<file path="src/rtl/clint_pkg.sv">
// Shared definitions for the core-local interruptor: address map, FSM states,
// response payload and the byte-strobe merge helper.
package clint_pkg;

  localparam int unsigned XLEN   = 64;
  localparam int unsigned NBYTES = 8;

  localparam logic [63:0] CLINT_BASE_DEF = 64'h0000_0000_0200_0000;

  localparam logic [15:0] OFF_MSIP     = 16'h0000;
  localparam logic [15:0] OFF_MTIMECMP = 16'h4000;
  localparam logic [15:0] OFF_MTIME    = 16'hBFF8;

  typedef enum logic {
    ST_IDLE = 1'b0,
    ST_RESP = 1'b1
  } state_e;

  typedef struct packed {
    logic            err;
    logic [XLEN-1:0] rdata;
  } clint_rsp_t;

  // Replace each byte of old_v whose strobe is set with the matching byte of wdata.
  function automatic logic [XLEN-1:0] byte_merge(input logic [XLEN-1:0]   old_v,
                                                 input logic [XLEN-1:0]   wdata,
                                                 input logic [NBYTES-1:0] wstrb);
    logic [XLEN-1:0] res;
    res = old_v;
    for (int i = 0; i < int'(NBYTES); i++) begin
      if (wstrb[i]) res[8*i +: 8] = wdata[8*i +: 8];
    end
    return res;
  endfunction

endpackage

</file>
<file path="src/rtl/clint_timer.sv">
// Free-running mtime counter with a tick divider and a byte-strobed write port.
module clint_timer
  import clint_pkg::*;
#(
  parameter int unsigned TICK_DIV = 1
) (
  input  logic              clk,
  input  logic              rst,
  input  logic              we_i,
  input  logic [NBYTES-1:0] wstrb_i,
  input  logic [XLEN-1:0]   wdata_i,
  output logic [XLEN-1:0]   mtime_o
);

  localparam int unsigned     DIV_W   = (TICK_DIV > 1) ? $clog2(TICK_DIV) : 1;
  localparam logic [DIV_W-1:0] DIV_MAX = DIV_W'(TICK_DIV - 1);

  logic [DIV_W-1:0] div_q, div_d;
  logic [XLEN-1:0]  mtime_q, mtime_d, mtime_inc;
  logic             tick;

  // Written bytes override the incremented value; unwritten bytes keep the carry.
  always_comb begin
    tick      = (div_q == DIV_MAX);
    div_d     = tick ? '0 : div_q + DIV_W'(1);
    mtime_inc = mtime_q + XLEN'(tick);
    mtime_d   = mtime_inc;
    if (we_i) mtime_d = byte_merge(mtime_inc, wdata_i, wstrb_i);
  end

  always_ff @(posedge clk or negedge rst) begin
    if (!rst) begin
      div_q   <= '0;
      mtime_q <= '0;
    end else begin
      div_q   <= div_d;
      mtime_q <= mtime_d;
    end
  end

  assign mtime_o = mtime_q;

endmodule

</file>
<file path="src/rtl/clint.sv">
// Core-local interruptor: msip/mtimecmp/mtime registers behind a single-beat
// valid/ready request/response port, driving the msip and mtip lines.
module clint
  import clint_pkg::*;
#(
  parameter logic [63:0] CLINT_BASE = CLINT_BASE_DEF,
  parameter int unsigned TICK_DIV   = 1
) (
  input  logic        clk,
  input  logic        rst,
  input  logic        req_valid,
  output logic        req_ready,
  input  logic        req_wen,
  input  logic [63:0] req_addr,
  input  logic [63:0] req_wdata,
  input  logic [7:0]  req_wstrb,
  output logic        rsp_valid,
  input  logic        rsp_ready,
  output logic [63:0] rsp_rdata,
  output logic        rsp_err,
  output logic        msip,
  output logic        mtip
);

  state_e          state_q, state_d;
  clint_rsp_t      rsp_q, rsp_d;
  logic            msip_q, msip_d;
  logic [XLEN-1:0] mtimecmp_q, mtimecmp_d;
  logic [XLEN-1:0] mtime;
  logic [XLEN-1:0] offset;
  logic            in_win, aligned, hit_msip, hit_cmp, hit_mtime, hit_any;
  logic            mtime_we;
  logic [XLEN-1:0] rdata_c;

  // Address decode: 64 KiB window, 8-byte aligned, three mapped offsets.
  always_comb begin
    offset    = req_addr - CLINT_BASE;
    in_win    = (req_addr >= CLINT_BASE) && (offset[63:16] == 48'h0);
    aligned   = (req_addr[2:0] == 3'b000);
    hit_msip  = in_win && aligned && (offset[15:0] == OFF_MSIP);
    hit_cmp   = in_win && aligned && (offset[15:0] == OFF_MTIMECMP);
    hit_mtime = in_win && aligned && (offset[15:0] == OFF_MTIME);
    hit_any   = hit_msip || hit_cmp || hit_mtime;
    rdata_c   = '0;
    if (!req_wen) begin
      if (hit_msip)  rdata_c = {63'b0, msip_q};
      if (hit_cmp)   rdata_c = mtimecmp_q;
      if (hit_mtime) rdata_c = mtime;
    end
  end

  always_comb begin
    state_d    = state_q;
    rsp_d      = rsp_q;
    msip_d     = msip_q;
    mtimecmp_d = mtimecmp_q;
    mtime_we   = 1'b0;
    case (state_q)
      ST_IDLE: begin
        if (req_valid) begin
          state_d     = ST_RESP;
          rsp_d.err   = !hit_any;
          rsp_d.rdata = rdata_c;
          if (req_wen && hit_msip && req_wstrb[0]) msip_d = req_wdata[0];
          if (req_wen && hit_cmp) mtimecmp_d = byte_merge(mtimecmp_q, req_wdata, req_wstrb);
          mtime_we = req_wen && hit_mtime;
        end
      end
      ST_RESP: begin
        if (rsp_ready) state_d = ST_IDLE;
      end
      default: state_d = ST_IDLE;
    endcase
  end

  always_ff @(posedge clk or negedge rst) begin
    if (!rst) begin
      state_q    <= ST_IDLE;
      rsp_q      <= '0;
      msip_q     <= 1'b0;
      mtimecmp_q <= '1;
    end else begin
      state_q    <= state_d;
      rsp_q      <= rsp_d;
      msip_q     <= msip_d;
      mtimecmp_q <= mtimecmp_d;
    end
  end

  clint_timer #(
    .TICK_DIV(TICK_DIV)
  ) u_timer (
    .clk    (clk),
    .rst    (rst),
    .we_i   (mtime_we),
    .wstrb_i(req_wstrb),
    .wdata_i(req_wdata),
    .mtime_o(mtime)
  );

  assign req_ready = (state_q == ST_IDLE);
  assign rsp_valid = (state_q == ST_RESP);
  assign rsp_rdata = rsp_q.rdata;
  assign rsp_err   = rsp_q.err;
  assign msip      = msip_q;
  assign mtip      = (mtime >= mtimecmp_q);

endmodule

</file>
<file path="config.mk">
export PLATFORM = sky130hd
export DESIGN_NAME = clint
export DESIGN_NICKNAME = d
export VERILOG_FILES = /design/src/rtl/clint_pkg.sv /design/src/rtl/clint_timer.sv /design/src/rtl/clint.sv
export SDC_FILE = /design/constraint.sdc
export NUM_CORES = 1
export LEC_CHECK = 0
export BUFFER_PORTS_ARGS = -buffer_cell sky130_fd_sc_hd__buf_2
export CORE_MARGIN = 2
export CORE_UTILIZATION = 52
export CTS_CLUSTER_SIZE = 28
export DETAILED_ROUTE_END_ITERATION = 6
export PLACE_DENSITY_LB_ADDON = 0.15
export SYNTH_ARGS = -nofsm -noshare
export SYNTH_HDL_FRONTEND = slang
export SYNTH_HIERARCHICAL = 1
export SYNTH_SLANG_ARGS = --single-unit
</file>
<file path="constraint.sdc">
create_clock -name clk -period 3.4 [get_ports clk]
set_clock_uncertainty 0.2 [all_clocks]
set_input_delay 0.34 -clock clk [delete_from_list [all_inputs] [get_ports clk]]
set_output_delay 0.34 -clock clk [all_outputs]
set_load 0.05 [all_outputs]
</file>
; ---- After elaboration in Yosys (flattened, before gate mapping)
; Index checks and enable logic that the tools add are counted.
[word_totals]
out_inout_bits = 69
memories = 0
ram_bits = 0
rom_bits = 0
reg_bits = 196
wordCells = 67
inputBits = 141
latchBits = 0
[classes]
n_lt_le_gt_ge = 2
div_mod_pow = 0
n_addsub = 3
n_shift = 0
reduce_logical = 25
n_mux = 19
eq_ne = 2
n_mul = 0
bitwise_logic = 2
[op_table]
columns = operator, count
row1 = two-way mux 64 bit, 4
row2 = adder 64 x 1 -> 64 bit, 1
row3 = greater-or-equal comparator 64 x 26 -> 1 bit (second input constant), 1
row4 = greater-or-equal comparator 64 bit, 1
row5 = two-way mux 8 bit, 8
row6 = subtractor 64 x 26 -> 64 bit (second input constant), 1
row7 = zero test 48 bit, 1
row8 = AND reduction 4 bit, 8
row9 = == test 16 x 15 -> 1 bit (second input constant), 1
row10 = == test 16 bit (second input constant), 1
row11 = zero test 16 bit, 1
row12 = logical AND 1 bit, 9
row13 = two-way mux 1 bit, 6
row14 = zero test 3 bit, 1
row15 = AND reduction 3 bit, 1
row16 = logical OR 1 bit, 2
row17 = inverter 1 bit, 2
row18 = case mux 1 bit (2 select lines), 1
row19 = AND reduction 2 bit, 1
row20 = adder 1 bit (second input constant), 1
row21 = zero test 1 bit, 1

; ---- Logic depth before layout (Yosys ltp)
; Gate-level depths: netlist of run 1.
[logic_depth]
depth_word = 9
mapped_depth = 17
depth_no_buf = 12

; ---- Hierarchy
; Netlist of run 1, hierarchy kept.
[modules_own_cells]
columns = module, instances, seq_area_each_um2, area_each_um2, cells_per_inst
row1 = clint, 1, 3358.2, 8298.0, 795
row2 = clint_timer, 1, 1601.5, 3659.8, 429

; ---- Worst setup path before layout of run 1
; Ideal clock, no wire load.
[synth_timing]
path_kind = input to register
start = input port req_addr[36]
end = register u_timer.mtime_q[14], in the netlist u_timer/mtime_o[14]
required_time_ns = 3.064
path_stages = 14
setup_time_ns = 0.136
n_path_buf = 5
path_slack_ns = -0.855
arrival_time_ns = 3.919
cell_sequence = buf_4 > nor4b_2 > nand4_2 > o41a_1 > or4_4 > nor4_4 > nand4_2 > clkbuf_1 > clkbuf_1 > nor3_1 > and2_1 > clkbuf_1 > clkbuf_1 > o21ai_0
[synth_via]
elab_chain_len = 9
elab_cells_between_ends = 10
classes_between = 1 x add/sub / 1 x order compare / 3 x mux / 5 x reduce/logical
[synth_rtl]
columns = item, line
row1 = "start, declared", clint.sv:14  ; input logic [63:0] req_addr,
row2 = subtractor 64 x 26 -> 64 bit, clint.sv:37  ; offset = req_addr - CLINT_BASE;
row3 = zero test 48 bit, clint.sv:38  ; in_win = (req_addr >= CLINT_BASE) && (offset[63:16] == 48'h0);
row4 = logical AND 1 bit (*), clint.sv:38
row5 = logical AND 1 bit (*) (2 in series), clint.sv:42  ; hit_mtime = in_win && aligned && (offset[15:0] == OFF_MTIME);
row6 = logical AND 1 bit (*), clint.sv:66  ; mtime_we = req_wen && hit_mtime;
row7 = two-way mux 1 bit (*), clint.sv:60  ; if (req_valid) begin
row8 = two-way mux 1 bit (*), clint.sv:58  ; case (state_q)
row9 = via mtime_we, clint.sv:32  ; logic mtime_we;
row10 = two-way mux 64 bit (*), clint_timer.sv:28  ; if (we_i) mtime_d = byte_merge(mtime_inc, wdata_i, wstrb_i);
row11 = via u_timer.mtime_d[14], clint_timer.sv:19  ; logic [XLEN-1:0] mtime_q, mtime_d, mtime_inc;
row12 = "end signal, assigned", clint_timer.sv:37  ; mtime_q <= mtime_d;
row13 = "end, declared", clint_timer.sv:19
; The timed path passes the listed nets; every way through them passes the cells marked *.
; A chain may end at the register's enable or synchronous reset.

; ---- Worst setup path after layout of run 1
[layout_timing]
start = register mtimecmp_q[0]
end = output port mtip
[layout_via]
elab_chain_len = 1
[layout_rtl]
columns = item, line
row1 = "start, declared", clint.sv:28  ; logic [XLEN-1:0] mtimecmp_q, mtimecmp_d;
row2 = "start signal, assigned", clint.sv:86  ; mtimecmp_q <= mtimecmp_d;
row3 = greater-or-equal comparator 64 bit, clint.sv:106  ; assign mtip = (mtime >= mtimecmp_q);
row4 = "end, declared", clint.sv:22  ; output logic mtip
; Every way passes these cells.

==> summary.txt, run 1 <==
Global route
  – GR Overflow Total: 0
  – First-pass GRT wire length: 56.9 mm
  – Initial antenna violation count: 0
  – Largest net degree at the start of global routing: 71
  – Vias in the first global route: 10999
  – Total track usage: 29.5%

Timing
  – Final Slew Violations: 0
  – Tmin final: 3.49 ns
  – Fmax: 287 MHz
  – Period utilization: 103%
  – Slew headroom: 52.6%
  – Final setup fails: 1
  – Setup ws final: -0.0878 ns
  – Hold Slack: 0.0203 ns
  – Final Hold Fails: 0
  – Least-Margin Pin Slew: 0.711 ns
  – TNS Setup: -0.0878 ns
  – RSZ-0062 raised after global routing: yes

Worst setup path
  – Crit path DAT: 2.95 ns
  – Critical Path End Type: output pin
  – Kind of critical path: flip-flop to output pin
  – Critical Path RT: 2.86 ns
  – Critical path startpoint category: flip-flop
  – Crit Path Max Fanout: 2

Detailed routing
  – Total routed wirelength: 35.4 mm
  – ANT nets after route: 0
  – Drt wl/cell: 19.0 um
  – First DRT Iteration DRCs: 688
  – DR vias: 11151
  – 1st-pass router iterations: 7
  – Residual DRC: 0
  – Vias/cell: 6.00

Placement
  – Placed cell count: 1760
  – Port bufs: 209
  – Placement Cell Area: 14100 sq um
  – Routability cong.: 0.920
  – DP HPWL: 25.3 mm

Final layout
  – Area occupied by multi-input gates: 6650 sq um
  – Post-layout util: 68.1%
  – Final nets: 1766
  – Antenna fix cells: 0
  – Register area: 4960 sq um
  – Non-filler cells, final: 1857
  – Area delta synth->final: 29.0%
  – Design area: 15400 sq um
  – Fill cell count: 1811
  – Share of layout cells above drive strength 1: 33.8%

Floorplan
  – Die Height: 156 um
  – I/O pins: 210
  – Row count: 55
  – Die X: 156 um
  – Die area: 24200 sq um
  – Initial core utilization: 52.8%
  – Core area: 22600 sq um

Power and ir drop
  – P_leak: 0.00728 uW
  – Sw Pwr: 1200 uW
  – Pwr dens: 302 nW/um^2
  – Comb pwr share: 7.9%
  – Sequential share of power: 49.9%
  – Peak supply drop: 342 uV
  – Clk pwr share: 42.2%
  – Cell internal pwr: 3460 uW
  – Sw frac: 25.8%

Synth
  – Synthesized flop and latch total: 195
  – Async S/R FF share, synth: 100%
  – Synth Area per Inst: 9.77 sq um
  – Cell taking the most area after synthesis: dfrtp_1
  – Post-synthesis sequential area ratio: 41.5%
  – Yosys warns: 6
  – Cell Area, Synth: 12000 sq um
  – Yosys cell types: 69
  – Syn Inst Count: 1224
  – Dominant synthesized flop cell: dfrtp_1
  – Post-synth EDFFs: 0
  – Share of the synthesized area in the top cell type: 27.4%
  – Post-synth top cells: dfrtp_1, inv_1, nor4_1
  – Mapped Nets: 1431
  – Top post-synthesis cells by area: dfrtp_1, dfstp_2, ha_1
  – Most common cell in the netlist: dfrtp_1

CTS
  – TritonCTS clock tree: yes
  – Max Root-Sink Buffers: 2
  – Root buf cell: clkbuf_16
  – CTS Buf Count: 17
  – Worst-path clk slew: 0.07 ns
  – Clk sinks: 195
  – Clk Latency, worst-skew pair: 0.44 ns
  – Htree depth: 4

Hold path
  – Hold crit path type: primary input to flip-flop

Status
  – Failing checks: negative setup slack
  – Status: complete, but fails checks

Run
  – Max_cap viols: 0
[per-stage QoR]
stage,setup slack (ns),power (uW)
6_report,-0.0878,4660
5_1_grt,-0.168,4820
4_1_cts,-0.145,4690
3_5_place_dp,-0.264,2680
3_3_place_gp,-0.200,2670
2_1_floorplan,-0.269,2460
[worst paths after layout]
path,from,endpoint,slack (ns),depth (start not counted)
worst max register to register,rsp_valid,msip,0.19,10
worst min register to register,rsp_rdata[0],rsp_rdata[0],0.31,1
max in group asynchronous,rst,mtimecmp_q[50],1.92,3
worst max-delay path,mtimecmp_q[0],mtip,-0.09,10
worst min-delay path,req_wdata[54],mtimecmp_q[54],0.02,2
min in group asynchronous,rst,u_timer/mtime_o[8],0.25,2
[power groups by stage]
stage / registers [uW] / logic [uW] / clock network [uW]
finish: 2320 / 368 / 1970
global route: 2320 / 400 / 2090
CTS: 2320 / 368 / 2000
detailed placement: 2370 / 310 / 0
global placement: 2370 / 308 / 0
floorplan: 2370 / 81.9 / 0
[critical path, stage by stage, from the launching register on]
cell and delay (ns):
dfstp_2 0.55, ha_4 0.19, nand2b_4 0.13, a21o_1 0.16, a21oi_2 0.17, o21ai_2 0.09, o211ai_1 0.33, nand4_1 0.22
a221oi_2 0.31, o211ai_1 0.15, buf_4 0.22
[cell type report]
cell class | instances | area share (%)
multi-input cells | 886 | 43.1
flip-flops and latches | 195 | 32.2
repair buffers | 373 | 16.6
clock buffers | 18 | 2.78
well taps | 285 | 2.31
inverters | 86 | 2.09
clock inverters | 14 | 0.901
[cell usage in the layout, fill, tap and decap left out, types with 16 or more instances in the layout]
master,instances
buf_2,207
dfrtp_1,131
buf_4,91
inv_1,80
nor4_1,78
nor2_1,76
and2_1,66
dfstp_2,64
nand2_1,63
a211o_1,63
dlygate4sd3_1,63
ha_1,58
mux2_2,56
nand4_1,43
o21ai_0,34
a21oi_1,32
a31oi_1,32
nand3_1,25
a21o_1,21
or3_1,20
or4_1,20
nor3_1,19
xnor2_1,17
xor2_1,17
clkbuf_16,17
o31ai_1,16
[layer usage]
layer  part of all wire (%)  vias to the layer above  track usage [%]
li1                       -                     5241                -
met1                     43                     5409             40.3
met2                     48                      431             48.5
met3                    6.4                       70             3.83
met4                    2.6                        0             10.6
met5                      0                        -                0
[sequential cells by signal, summed over array words and instances (netlist names)]
register         flops
rsp_rdata           64
mtimecmp_q          64
rsp_err              1
u_timer/mtime_o     64
rsp_valid            1
msip                 1
[timing repair]
action	CTS	global route
setup buffers	2	0
hold buffers	63	0
endpoints found under the hold margin	153	0
setup endpoints to repair	1	123
pin swaps	18	8
gates resized for setup	20	11
[cell families after synthesis]
group | after synthesis | synth area share [%]
adders and majority gates | 66 | 6.91
DFF | 195 | 41.5
xor gates and xnor gates | 34 | 2.49
and+or+nand+nor | 478 | 23.8
AOI/OAI and AO/OA | 239 | 14.0
buffers and inverters | 143 | 4.67
muxes | 69 | 6.74
(Power assumes the default switching activity.)
==> inputs of run 2 (changes only) <==
--- a/config.mk
+++ b/config.mk
@@ -7,7 +7,7 @@
 export LEC_CHECK = 0
 export BUFFER_PORTS_ARGS = -buffer_cell sky130_fd_sc_hd__buf_2
 export CORE_MARGIN = 2
-export CORE_UTILIZATION = 52
+export CORE_UTILIZATION = 50
 export CTS_CLUSTER_SIZE = 28
 export DETAILED_ROUTE_END_ITERATION = 6
 export PLACE_DENSITY_LB_ADDON = 0.15
==> constraint.sdc (replaced) <==
create_clock -name clk -period 3.2 [get_ports clk]
set_clock_uncertainty 0.2 [all_clocks]
set_input_delay 0.32 -clock clk [delete_from_list [all_inputs] [get_ports clk]]
set_output_delay 0.32 -clock clk [all_outputs]
set_load 0.05 [all_outputs]
==> run 2 against run 1 <==
Sequential share of layout area shrank 3.7 points. Power grew 7.9%. Via count grew 4.7%. Critical path type unchanged. The run still ends with negative setup slack left. Die area grew 3.9%. Flip-flop and latch count is the same. Non-clock buffer count grew 61. Global-route usage grew 0.068 points.
==> summary.txt, run 2 (synthesized netlist as in run 1, its figures left out) <==
Worst setup path
  – Crit path buf inv count: 2 (was 1)
  – Critical path startpoint category: flip-flop (unchanged)
  – Critical Path End Type: output pin (unchanged)
  – Critical-path cell with the highest stage delay: dfstp_2 (unchanged)
  – Crit path DAT: 2.93 ns (was 2.95 ns)
  – CP most frequent cell: a21o_1 (was o211ai_1)
  – Delay-heaviest family, CP: compound AO/OA/AOI/OAI gates (unchanged)
  – Critical Path RT: 2.68 ns (was 2.86 ns)
  – Kind of critical path: flip-flop to output pin (unchanged)
  – Worst R2R Start: rsp_valid (unchanged)
  – Critical path cell sequence: inv_1 -> ha_1 -> a21o_1 -> a21o_1 -> a21oi_2 -> o21ai_1 -> nand2_1 -> nand4_1 -> a221oi_2 -> o211ai_1 -> buf_4 (was ha_4 -> nand2b_4 -> a21o_1 -> a21oi_2 -> o21ai_2 -> o211ai_1 -> nand4_1 -> a221oi_2 -> o211ai_1 -> buf_4)
  – Worst setup startpoint: mtimecmp_q[13] (was mtimecmp_q[0])
  – Crit Path Max Fanout: 2 (unchanged)
  – Largest stage delay, worst path: 0.54 ns (was 0.55 ns)

Global route
  – Vias in the first global route: 11163 (was 10999)
  – First-pass GRT wire length: 57.8 mm (was 56.9 mm)
  – Initial antenna violation count: 0 (unchanged)
  – GR Overflow Total: 0 (unchanged)
  – Total track usage: 29.6% (was 29.5%)
  – Largest net degree at the start of global routing: 68 (was 71)

Timing
  – Period utilization: 108%
  – Setup ws final: -0.250 ns (was -0.0878 ns)
  – Fmax: 290 MHz
  – Final setup fails: 89 (was 1)
  – Tmin final: 3.45 ns
  – Slew headroom: 54.6% (was 52.6%)
  – RSZ-0062 raised after global routing: yes (unchanged)
  – Final Hold Fails: 0 (unchanged)
  – TNS Setup: -2.73 ns (was -0.0878 ns)
  – Least-Margin Pin Slew: 0.681 ns (was 0.711 ns)
  – Final Slew Violations: 0 (unchanged)

Power and ir drop
  – Total power draw: 5030 uW (was 4660 uW)
  – Pwr dens: 288 nW/um^2 (was 302 nW/um^2)
  – P_leak: 0.00807 uW (was 0.00728 uW)
  – Peak supply drop: 261 uV (was 342 uV)

Status
  – Failing checks: negative setup slack (unchanged)
  – Status: complete, but fails checks (unchanged)

Detailed routing
  – 1st-pass router iterations: 5 (was 7)
  – First DRT Iteration DRCs: 796 (was 688)
  – Total routed wirelength: 39.8 mm (was 35.4 mm)
  – Drt wl/cell: 20.4 um (was 19.0 um)
  – ANT nets after route: 0 (unchanged)
  – Vias/cell: 5.98 (was 6.00)
  – DR vias: 11673 (was 11151)
  – Residual DRC: 0 (unchanged)

Final layout
  – Antenna fix cells: 0 (unchanged)
  – Share of layout cells above drive strength 1: 43.5% (was 33.8%)
  – Design area: 17400 sq um (was 15400 sq um)
  – Commonest non-fill, non-tap cell in the layout: buf_2 (unchanged)
  – Area delta synth->final: 45.9% (was 29.0%)
  – Non-filler cells, final: 1952 (was 1857)
  – Final nets: 1827 (was 1766)
  – Commonest non-fill, non-tap cells in the layout: buf_2, dfrtp_1, buf_4 (unchanged)

CTS
  – CTS Buf Count: 17 (unchanged)
  – Clk Latency, worst-skew pair: 0.45 ns (was 0.44 ns)
  – TritonCTS clock tree: yes (unchanged)
  – Worst-path clk slew: 0.08 ns (was 0.07 ns)
  – Max Root-Sink Buffers: 2 (unchanged)
  – Htree depth: 4 (unchanged)
  – Root buf cell: clkbuf_16 (unchanged)
  – Clk sinks: 195 (unchanged)

Floorplan
  – Die Height: 159 um (was 156 um)
  – Die area: 25200 sq um (was 24200 sq um)
  – Die X: 159 um (was 156 um)
  – Row count: 56 (was 55)
  – Initial core utilization: 50.9% (was 52.8%)
  – I/O pins: 210 (unchanged)
  – Core area: 23500 sq um (was 22600 sq um)

Placement
  – Placement Cell Area: 14300 sq um (was 14100 sq um)
  – DP Worst Slack: -0.409 ns (was -0.264 ns)
  – DP HPWL: 26.0 mm (was 25.3 mm)
  – Port bufs: 209 (unchanged)
  – Placed cell count: 1824 (was 1760)
  – Routability cong.: 0.877 (was 0.920)

Run
  – Max_cap viols: 0 (unchanged)

Hold path
  – Hold crit path type: primary input to flip-flop (unchanged)
  – Hold_sp: req_wstrb[3] (was req_wdata[54])
run 2: cell count changes in the layout (fill, tap and decap cells not counted), sizes merged:
cell / before / now
inv: 93 / 92
clkbuf: 19 / 28
dlygate4sd3: 63 / 66
buf: 309 / 358
clkinvlp: 1 / 2
run 2: metrics by stage:
stage / utilization, % / hold WS, ns
after floorplan: - / -0.176
after global placement: 61.1 / 0.177
after detailed placement: 61.1 / 0.182
after CTS: 67.5 / 0.0771
after global routing: 74.3 / 0.0606
final: 74.3 / 0.0714
run 2: repair_timing:
action,4_1_cts,5_1_grt
endpoints found under the hold margin,178,0
pin swaps,28,54
gates cloned,2,14
hold buffers,66,0
buffers inserted,0,15
endpoints found under the setup margin,193,193
gates resized for setup,35,311
run 2: per-layer routing:
| metal | wire (um) | part of all wire, % | vias to the layer above | GRT usage (%) |
|---|---|---|---|---|
| li1 | - | - | 5359 | - |
| met1 | 17100 | 43 | 5730 | 39.3 |
| met2 | 19100 | 48 | 481 | 50.1 |
| met3 | 2440 | 6.1 | 103 | 4.06 |
| met4 | 1140 | 2.9 | 0 | 9.57 |
| met5 | 0 | 0 | - | 0 |
run 2: layout make-up:
type                    count  area, sq um
well taps                 319          399
clock buffers              18          429
clock inverters            14          145
repair buffers            434         3450
inverters                  86          325
fillers                  1618         6030
multi-input cells         886         7740
flip-flops and latches    195         4960
run 2: final timing paths:
path | to | slack (ns) | cells after the start
worst max-delay path | mtip | -0.25 | 11
worst min-delay path | u_timer/mtime_o[31] | 0.07 | 3
worst max register to register | u_timer/mtime_o[1] | 0.05 | 11
worst min register to register | rsp_rdata[0] | 0.30 | 1
max in group asynchronous | mtimecmp_q[45] | 1.68 | 3
min in group asynchronous | rsp_rdata[56] | 0.26 | 2
run 2: power by group:
part	internal [uW]	switching, uW	total, uW
Combinational	182	258	440
Clock	1040	1080	2120
Sequential	2470	1.22	2470
Total	3690	1340	5030
run 2: worst min-delay path: cells and delay by family:
family	cells	cell delay [ns]
buffers and inverters	1	0.14
and+or+nand+nor	1	0.09
muxes	1	0.14
